[src/rtl/sin_ctrl_pkg.sv]
// Shared definitions for the sine-datapath sweep control: FSM state encoding
// and default bus widths used by the datapath, sequencer and harness.
package sin_ctrl_pkg;

  localparam int IN_W_DEF  = 12;
  localparam int OUT_W_DEF = 6;

  typedef enum logic [2:0] {
    ST_IDLE    = 3'd0,
    ST_DRIVE   = 3'd1,
    ST_CAPTURE = 3'd2,
    ST_OUTPUT  = 3'd3,
    ST_DONE    = 3'd4
  } sweep_state_t;

endpackage

[src/rtl/sin_sweep_sequencer.sv]
// Sweeps the sine datapath input across [start_code, end_code] in step
// increments, settles, captures the output and streams (code, value) pairs.
module sin_sweep_sequencer
  import sin_ctrl_pkg::*;
#(
  parameter int IN_W   = IN_W_DEF,
  parameter int OUT_W  = OUT_W_DEF,
  parameter int SETTLE = 2
) (
  input  logic             clk,
  input  logic             rst,
  input  logic             start,
  input  logic [IN_W-1:0]  start_code,
  input  logic [IN_W-1:0]  end_code,
  input  logic [IN_W-1:0]  step,
  output logic [IN_W-1:0]  dut_digital,
  input  logic [OUT_W-1:0] dut_analog,
  output logic             res_valid,
  input  logic             res_ready,
  output logic [IN_W-1:0]  res_code,
  output logic [OUT_W-1:0] res_value,
  output logic [IN_W:0]    res_count,
  output logic             busy,
  output logic             done
);

  sweep_state_t    state;
  logic [7:0]      settle_cnt;
  logic [IN_W-1:0] end_q;
  logic [IN_W-1:0] step_q;
  logic [IN_W:0]   next_code;

  // One extra bit so a sweep ending at the top code terminates on the carry
  // instead of wrapping dut_digital back to zero.
  assign next_code = {1'b0, dut_digital} + {1'b0, step_q};

  assign busy = (state != ST_IDLE);
  assign done = (state == ST_DONE);

  // Result handshake: res_valid rises only on capture, and res_valid,
  // res_code and res_value stay frozen until a cycle with
  // res_valid && res_ready; res_ready while res_valid is low does nothing.
  always_ff @(posedge clk) begin
    if (rst) begin
      state       <= ST_IDLE;
      settle_cnt  <= '0;
      end_q       <= '0;
      step_q      <= '0;
      dut_digital <= '0;
      res_valid   <= 1'b0;
      res_code    <= '0;
      res_value   <= '0;
      res_count   <= '0;
    end else begin
      case (state)
        ST_IDLE: begin
          if (start) begin
            end_q     <= end_code;
            step_q    <= (step == '0) ? IN_W'(1) : step;
            res_count <= '0;
            if (start_code > end_code) begin
              state <= ST_DONE;
            end else begin
              dut_digital <= start_code;
              settle_cnt  <= '0;
              state       <= ST_DRIVE;
            end
          end
        end

        ST_DRIVE: begin
          settle_cnt <= settle_cnt + 8'd1;
          if (settle_cnt == 8'(SETTLE - 1)) begin
            state <= ST_CAPTURE;
          end
        end

        ST_CAPTURE: begin
          res_value <= dut_analog;
          res_code  <= dut_digital;
          res_valid <= 1'b1;
          state     <= ST_OUTPUT;
        end

        ST_OUTPUT: begin
          if (res_ready) begin
            res_valid <= 1'b0;
            res_count <= res_count + (IN_W+1)'(1);
            if (next_code > {1'b0, end_q}) begin
              state <= ST_DONE;
            end else begin
              dut_digital <= next_code[IN_W-1:0];
              settle_cnt  <= '0;
              state       <= ST_DRIVE;
            end
          end
        end

        ST_DONE: begin
          state <= ST_IDLE;
        end

        default: begin
          state <= ST_IDLE;
        end
      endcase
    end
  end

endmodule

[config.mk]
export PLATFORM = sky130hd
export DESIGN_NAME = sin_sweep_sequencer
export DESIGN_NICKNAME = d
export VERILOG_FILES = /design/src/rtl/sin_ctrl_pkg.sv /design/src/rtl/sin_sweep_sequencer.sv
export SDC_FILE = /design/constraint.sdc
export NUM_CORES = 1
export LEC_CHECK = 0
export BUFFER_PORTS_ARGS = -buffer_cell sky130_fd_sc_hd__buf_2
export CAP_MARGIN = 20
export CELL_PAD_IN_SITES_DETAIL_PLACEMENT = 0
export CELL_PAD_IN_SITES_GLOBAL_PLACEMENT = 1
export CORE_MARGIN = 4
export CORE_UTILIZATION = 40
export CTS_BUF_LIST = sky130_fd_sc_hd__clkbuf_16
export DETAILED_ROUTE_END_ITERATION = 7
export PLACE_DENSITY = 0.85
export SLEW_MARGIN = 20
export SYNTH_ARGS = -nofsm -noshare
export SYNTH_HDL_FRONTEND = slang
export SYNTH_SLANG_ARGS = --single-unit
[constraint.sdc]
create_clock -name clk -period 3.9 [get_ports clk]
set_input_delay 0.39 -clock clk [delete_from_list [all_inputs] [get_ports clk]]
set_output_delay 0.39 -clock clk [all_outputs]
set_load 0.02 [all_outputs]
==> Word-level counts from Yosys, hierarchy flattened <==
Cells that the tools add are included.
{ "totals": {"regBits": 79, "latch_bits": 0, "mem_bits_rw": 0, "rom_bits": 0, "wordCells": 58, "memories": 0} }
{ "op_classes": {"add_sub_neg": 3, "n_mul": 0, "div": 0, "order_cmp": 2, "eq_ne": 10, "n_shift": 0, "n_mux": 22, "bitwise": 0, "n_reduce_logical": 12} }
{ "ops": {"columns": ["cell", "n"], "rows": [
  ["$mux W12", 5],
  ["$mux W8", 4],
  ["$mux W13", 2],
  ["$pmux W13 S2", 1],
  ["$pmux W12 S2", 1],
  ["$pmux W8 S3", 1],
  ["$mux W3", 5],
  ["$add A12 B12 Y13", 1],
  ["$add A13 B1 Y13 const B", 1],
  ["$gt A13 B12 Y1", 1],
  ["$gt A12 B12 Y1", 1],
  ["$logic_not A12 Y1", 1],
  ["$pmux W3 S4", 1],
  ["$ne A2 B2 Y1 const B", 5],
  ["$reduce_and A5 Y1", 2],
  ["$add A8 B1 Y8 const B", 1],
  ["$eq A8 B1 Y1 const B", 1],
  ["$eq A3 B2 Y1 const B", 2],
  ["$reduce_and A3 Y1", 2],
  ["$reduce_bool A3 Y1", 2],
  ["$reduce_and A2 Y1", 2],
  ["$reduce_bool A2 Y1", 2],
  ["$eq A3 B1 Y1 const B", 1],
  ["$eq A3 B3 Y1 const B", 1],
  ["3 further kinds", 3]
]} }

==> Depth between registers and ports, before layout <==
{ "depth": {"depth_word": 5, "depth_mapped": 17, "mapped_depth_nobuf": 16} }

==> Worst setup path after synthesis <==
No wires, ideal clock.
{ "synth_path": {"path_kind": "register -> register", "startpoint": "register dut_digital[0]", "endpoint": "register dut_digital[2]", "arrival_time_ns": 3.674, "required_time_ns": 3.833, "path_slack_ns": 0.159, "path_stages_with_launch": 18, "path_buffers": 1, "synth_period_minus_slack_ns": 3.741, "cell_sequence": "dfxtp_1 -> ha_1 -> inv_1 -> fa_1 -> nand2b_1 -> a21o_1 -> a211o_2 -> nand2_1 -> xor2_1 -> ha_1 -> nand3_1 -> nand2_1 -> nor4_1 -> nor3_1 -> or4_4 -> buf_6 -> a22o_1 -> a21oi_2"} }
{ "synth_between": {"elab_chain_len": 4} }
{ "synth_lines": {"columns": ["item", "line_no", "text"], "rows": [
  ["start: declaration", "sin_sweep_sequencer.sv:16", "output logic [IN_W-1:0] dut_digital,"],
  ["start signal: assignment", "sin_sweep_sequencer.sv:64", "dut_digital <= start_code;"],
  ["start signal: assignment", "sin_sweep_sequencer.sv:92", "dut_digital <= next_code[IN_W-1:0];"],
  ["$add A12 B12 Y13 *", "sin_sweep_sequencer.sv:35", "assign next_code = {1'b0, dut_digital} + {1'b0, step_q};"],
  ["$gt A13 B12 Y1 or $mux W12 (tied branches)", "sin_sweep_sequencer.sv:89", "if (next_code > {1'b0, end_q}) begin"],
  ["$ne A2 B2 Y1 (no line) or $mux W12 (tied branches)", null, null],
  ["$reduce_and A5 Y1 (no line) or $pmux W12 S2 (tied branches)", null, null]
]} }
Every way passes the cells marked *; elsewhere a longest branch is shown, timed or not. The select of a mux whose other input is x is not followed.
A chain may end at the register's enable or synchronous reset.

==> Worst setup path in the final report <==
Same ends and word-level chain as after synthesis.

==> run metrics <==
status=complete, no violations; RePlAce Congestion=0.864; diodes inserted=0; Final Skew=approximately 0.0071 ns; RR Startpoint=dut_digital[0]; Die W=113 microns; Cells after Synth=555; Clock Sink Count=79; Via Count=between 4000 and 5000; Slew @ Worst Pin=between 0.7 and 0.8 ns; cts bufs inserted=9; Clk pin slew, worst setup/hold paths=about 0.060 ns; Hold Fails Final Rpt=0; Final Core Density=0.500; CP required=between 4 and 5 ns; slowest cell on the critical path=or4_4; DR vias/cell=5.45; Mapped Avg Cell Area=roughly 7.9 sq um; Syn Nets=around 640; Synth Flop Type=dfxtp_1; CTS Hold Buffers Added=0; sequential fraction of the synthesis area=0.359; Post-synth EDFFs=0; clk root buf=clkbuf_16; Core Region=about 11000 sq um; async set or reset register ratio after synthesis=0; layout net count=733; worst hold-check path type=in -> reg; critical-path cell list=ha_2 > inv_1 > fa_1 > nand2b_4 > a21o_1 > a21oi_2 > xor2_2 > ha_1 > a21oi_2 > o21ai_0 > nor4_2 > nor3_2 > or4_4 > a22o_1 > a21oi_2; Crit Path Class=reg -> reg; period utilisation layout=0.938; Max Clk Rate=~270 MHz; pwr dens=between 500 and 600 nW/um^2; initial drt markers=around 320; Synth cell types=52; vias in the first global route=3967; Synth Cell Area=about 4400 sq um; GR Overflow Total=0; CP dominant cell by count=a21oi_2; antenna viol nets, final=0; crit path max fanout=10; H-tree levels=3; pin count of the biggest net entering global routing=33; Port Buffer Count=91; maxcap violations=0; TritonCTS clock tree=built; TritonRoute pass-1 iters=5; DRC violation count after routing=0; layout cells sized above 1=0.222; min-delay src=step[1]; clk_lat worst skew=approximately 0.34 ns; antenna violations before repair=0; first-pass GRT wire length=between 15000 and 20000 microns; crit path from=dut_digital[0]; Slew Limit Fails=0; Max Buffers Root-to-Sink=2; All-Layer GR Usage=0.188; post-synthesis register bit count=79; static leakage=approximately 2.4 nW; Rel. slew slack=0.486; Layout area overhead=22.5%; Setup violations, final=0; Pwr Total=between 3 and 4 mW; total wire length=about 12000 microns; Die Y=between 100 and 150 microns; I/O pin cnt=92; fin crit period=about 3.7 ns; Yosys Warn Count=0; die area=about 13000 sq um; WP data arrival=between 3 and 4 ns; # rows=38; Initial Util=0.408; HPWL after DPL=9290 microns; Routed WL per cell=approximately 15 microns; CP peak stage delay=~0.5 ns; Critical Path Start Type=flip-flop; Max VDD drop=about 0.00022 V; WHS=~0.29 ns; CP endpoint kind=flip-flop
-- final cells by class --
class                           instances  area (sq um)
Clock buffer                            9           225
Clock inverter                          5          21.3
Fill cell                            1102          5400
Inverter                               33           124
Multi-Input combinational cell        420          2710
Sequential cell                        79          1580
Tap cell                              140           175
Timing Repair Buffer                  104           551
-- registers in the layout, indices dropped and copies added, names as in the netlist --
signal,count
end_q,12
settle_cnt,8
state,3
res_count,13
res_code,12
res_valid,1
res_value,6
dut_digital,12
step_q,12
-- layout by cell type (no fill, tap or decap), types with 2 or more instances in the layout --
cell | synthesis | final
a211oi_1 | 5 | 4
a21boi_0 | 2 | 2
a21o_1 | 4 | 4
a21oi_1 | 68 | 66
a21oi_2 | 2 | 4
a22o_1 | 5 | 5
a311oi_1 | 7 | 6
a31oi_1 | 2 | 2
a41oi_1 | 3 | 2
and2_1 | 2 | 2
and3_1 | 5 | 5
and4_1 | 3 | 3
buf_2 | 3 | 91
buf_4 | 0 | 12
clkbuf_16 | 0 | 9
clkinv_2 | 0 | 2
dfxtp_1 | 79 | 78
ha_1 | 39 | 37
inv_1 | 33 | 36
mux2_2 | 3 | 3
mux2i_1 | 3 | 3
nand2_1 | 104 | 104
nand2b_1 | 6 | 5
nand3_1 | 17 | 17
nand4_1 | 7 | 7
nor2_1 | 35 | 35
nor3_1 | 10 | 8
nor3b_1 | 4 | 4
nor4_1 | 8 | 5
nor4_2 | 0 | 3
o211ai_1 | 3 | 3
o21a_1 | 5 | 5
o21ai_0 | 25 | 25
o21bai_1 | 2 | 2
o31ai_1 | 3 | 3
or3_1 | 4 | 4
xnor2_1 | 6 | 6
xor2_1 | 11 | 8
xor2_2 | 0 | 3
-- synth_stat cells, types with 6 or more instances --
| master | instances | share of area |
|---|---|---|
| nand3_1 | 17 | 0.019 |
| xnor2_1 | 6 | 0.012 |
| a311oi_1 | 7 | 0.014 |
| xor2_1 | 11 | 0.022 |
| nand4_1 | 7 | 0.0099 |
| o21ai_0 | 25 | 0.028 |
| nor4_1 | 8 | 0.011 |
| nand2_1 | 104 | 0.089 |
| a21oi_1 | 68 | 0.077 |
| dfxtp_1 | 79 | 0.36 |
| clkbuf_1 | 19 | 0.016 |
| nor2_1 | 35 | 0.030 |
| ha_1 | 39 | 0.11 |
| nor3_1 | 10 | 0.011 |
| nand2b_1 | 6 | 0.0085 |
| inv_1 | 33 | 0.028 |
-- routing by layer --
layer  GRT usage  share of wire  vias up
met5           0              0        -
met1       0.254           0.45     2000
met3      0.0380          0.072       16
met2       0.299           0.46      148
li1            -              -     2140
met4      0.0649          0.019        0
-- kinds of logic (layout without fill, tap and decap cells) --
| group | after synthesis | count (layout) | synth area share |
|---|---|---|---|
| mux | 6 | 6 | 0.0145 |
| compound gates | 145 | 145 | 0.204 |
| flops | 79 | 79 | 0.359 |
| fa+ha+maj | 40 | 40 | 0.115 |
| buf+inv | 56 | 151 | 0.0503 |
| simple gates | 212 | 212 | 0.222 |
| xor+xnor | 17 | 17 | 0.0338 |
-- critical path, delay by kind of cell, from the launching register on --
family                     cells  cell delay [ns]
and+or+nand+nor                4             1.05
AOI/OAI and AO/OA              6             1.03
adders and majority gates      3             0.90
DFF                            1             0.34
xor gates and xnor gates       1             0.21
buffers and inverters          1             0.05
-- stage by stage --
step                instances  TNS (ns)  cell area (sq um)  setup slack (ns)
floorplan                 555         0               4400             0.159
global placement          772         0               5010             0.216
detailed placement        772         0               5010             0.127
CTS                       786         0               5250             0.101
global route              790   -0.0371               5390           -0.0252
finish                    790         0               5390             0.242
-- power by group --
| group | switching (mW) | total (mW) | internal (mW) |
|---|---|---|---|
| clock | 0.307 | 0.720 | 0.414 |
| sequential | 0.104 | 1.02 | 0.920 |
| combinational | 0.818 | 1.29 | 0.475 |
| total | 1.23 | 3.04 | 1.81 |
-- path summary, 6_finish.rpt --
| check | cells after the start | slack (ns) | endpoint |
|---|---|---|---|
| max reg2reg | 15 | 0.24 | dut_digital[2] |
| max | 15 | 0.24 | dut_digital[2] |
| min | 3 | 0.29 | step_q[1] |
| min reg2reg | 2 | 0.45 | res_code[10] |
-- what timing repair did --
action | in CTS | in global routing
gates resized for setup | 0 | 18
buffers inserted | 0 | 4
endpoints found under the setup margin | 0 | 21
Note: power is estimated with default switching activity, not from simulation.
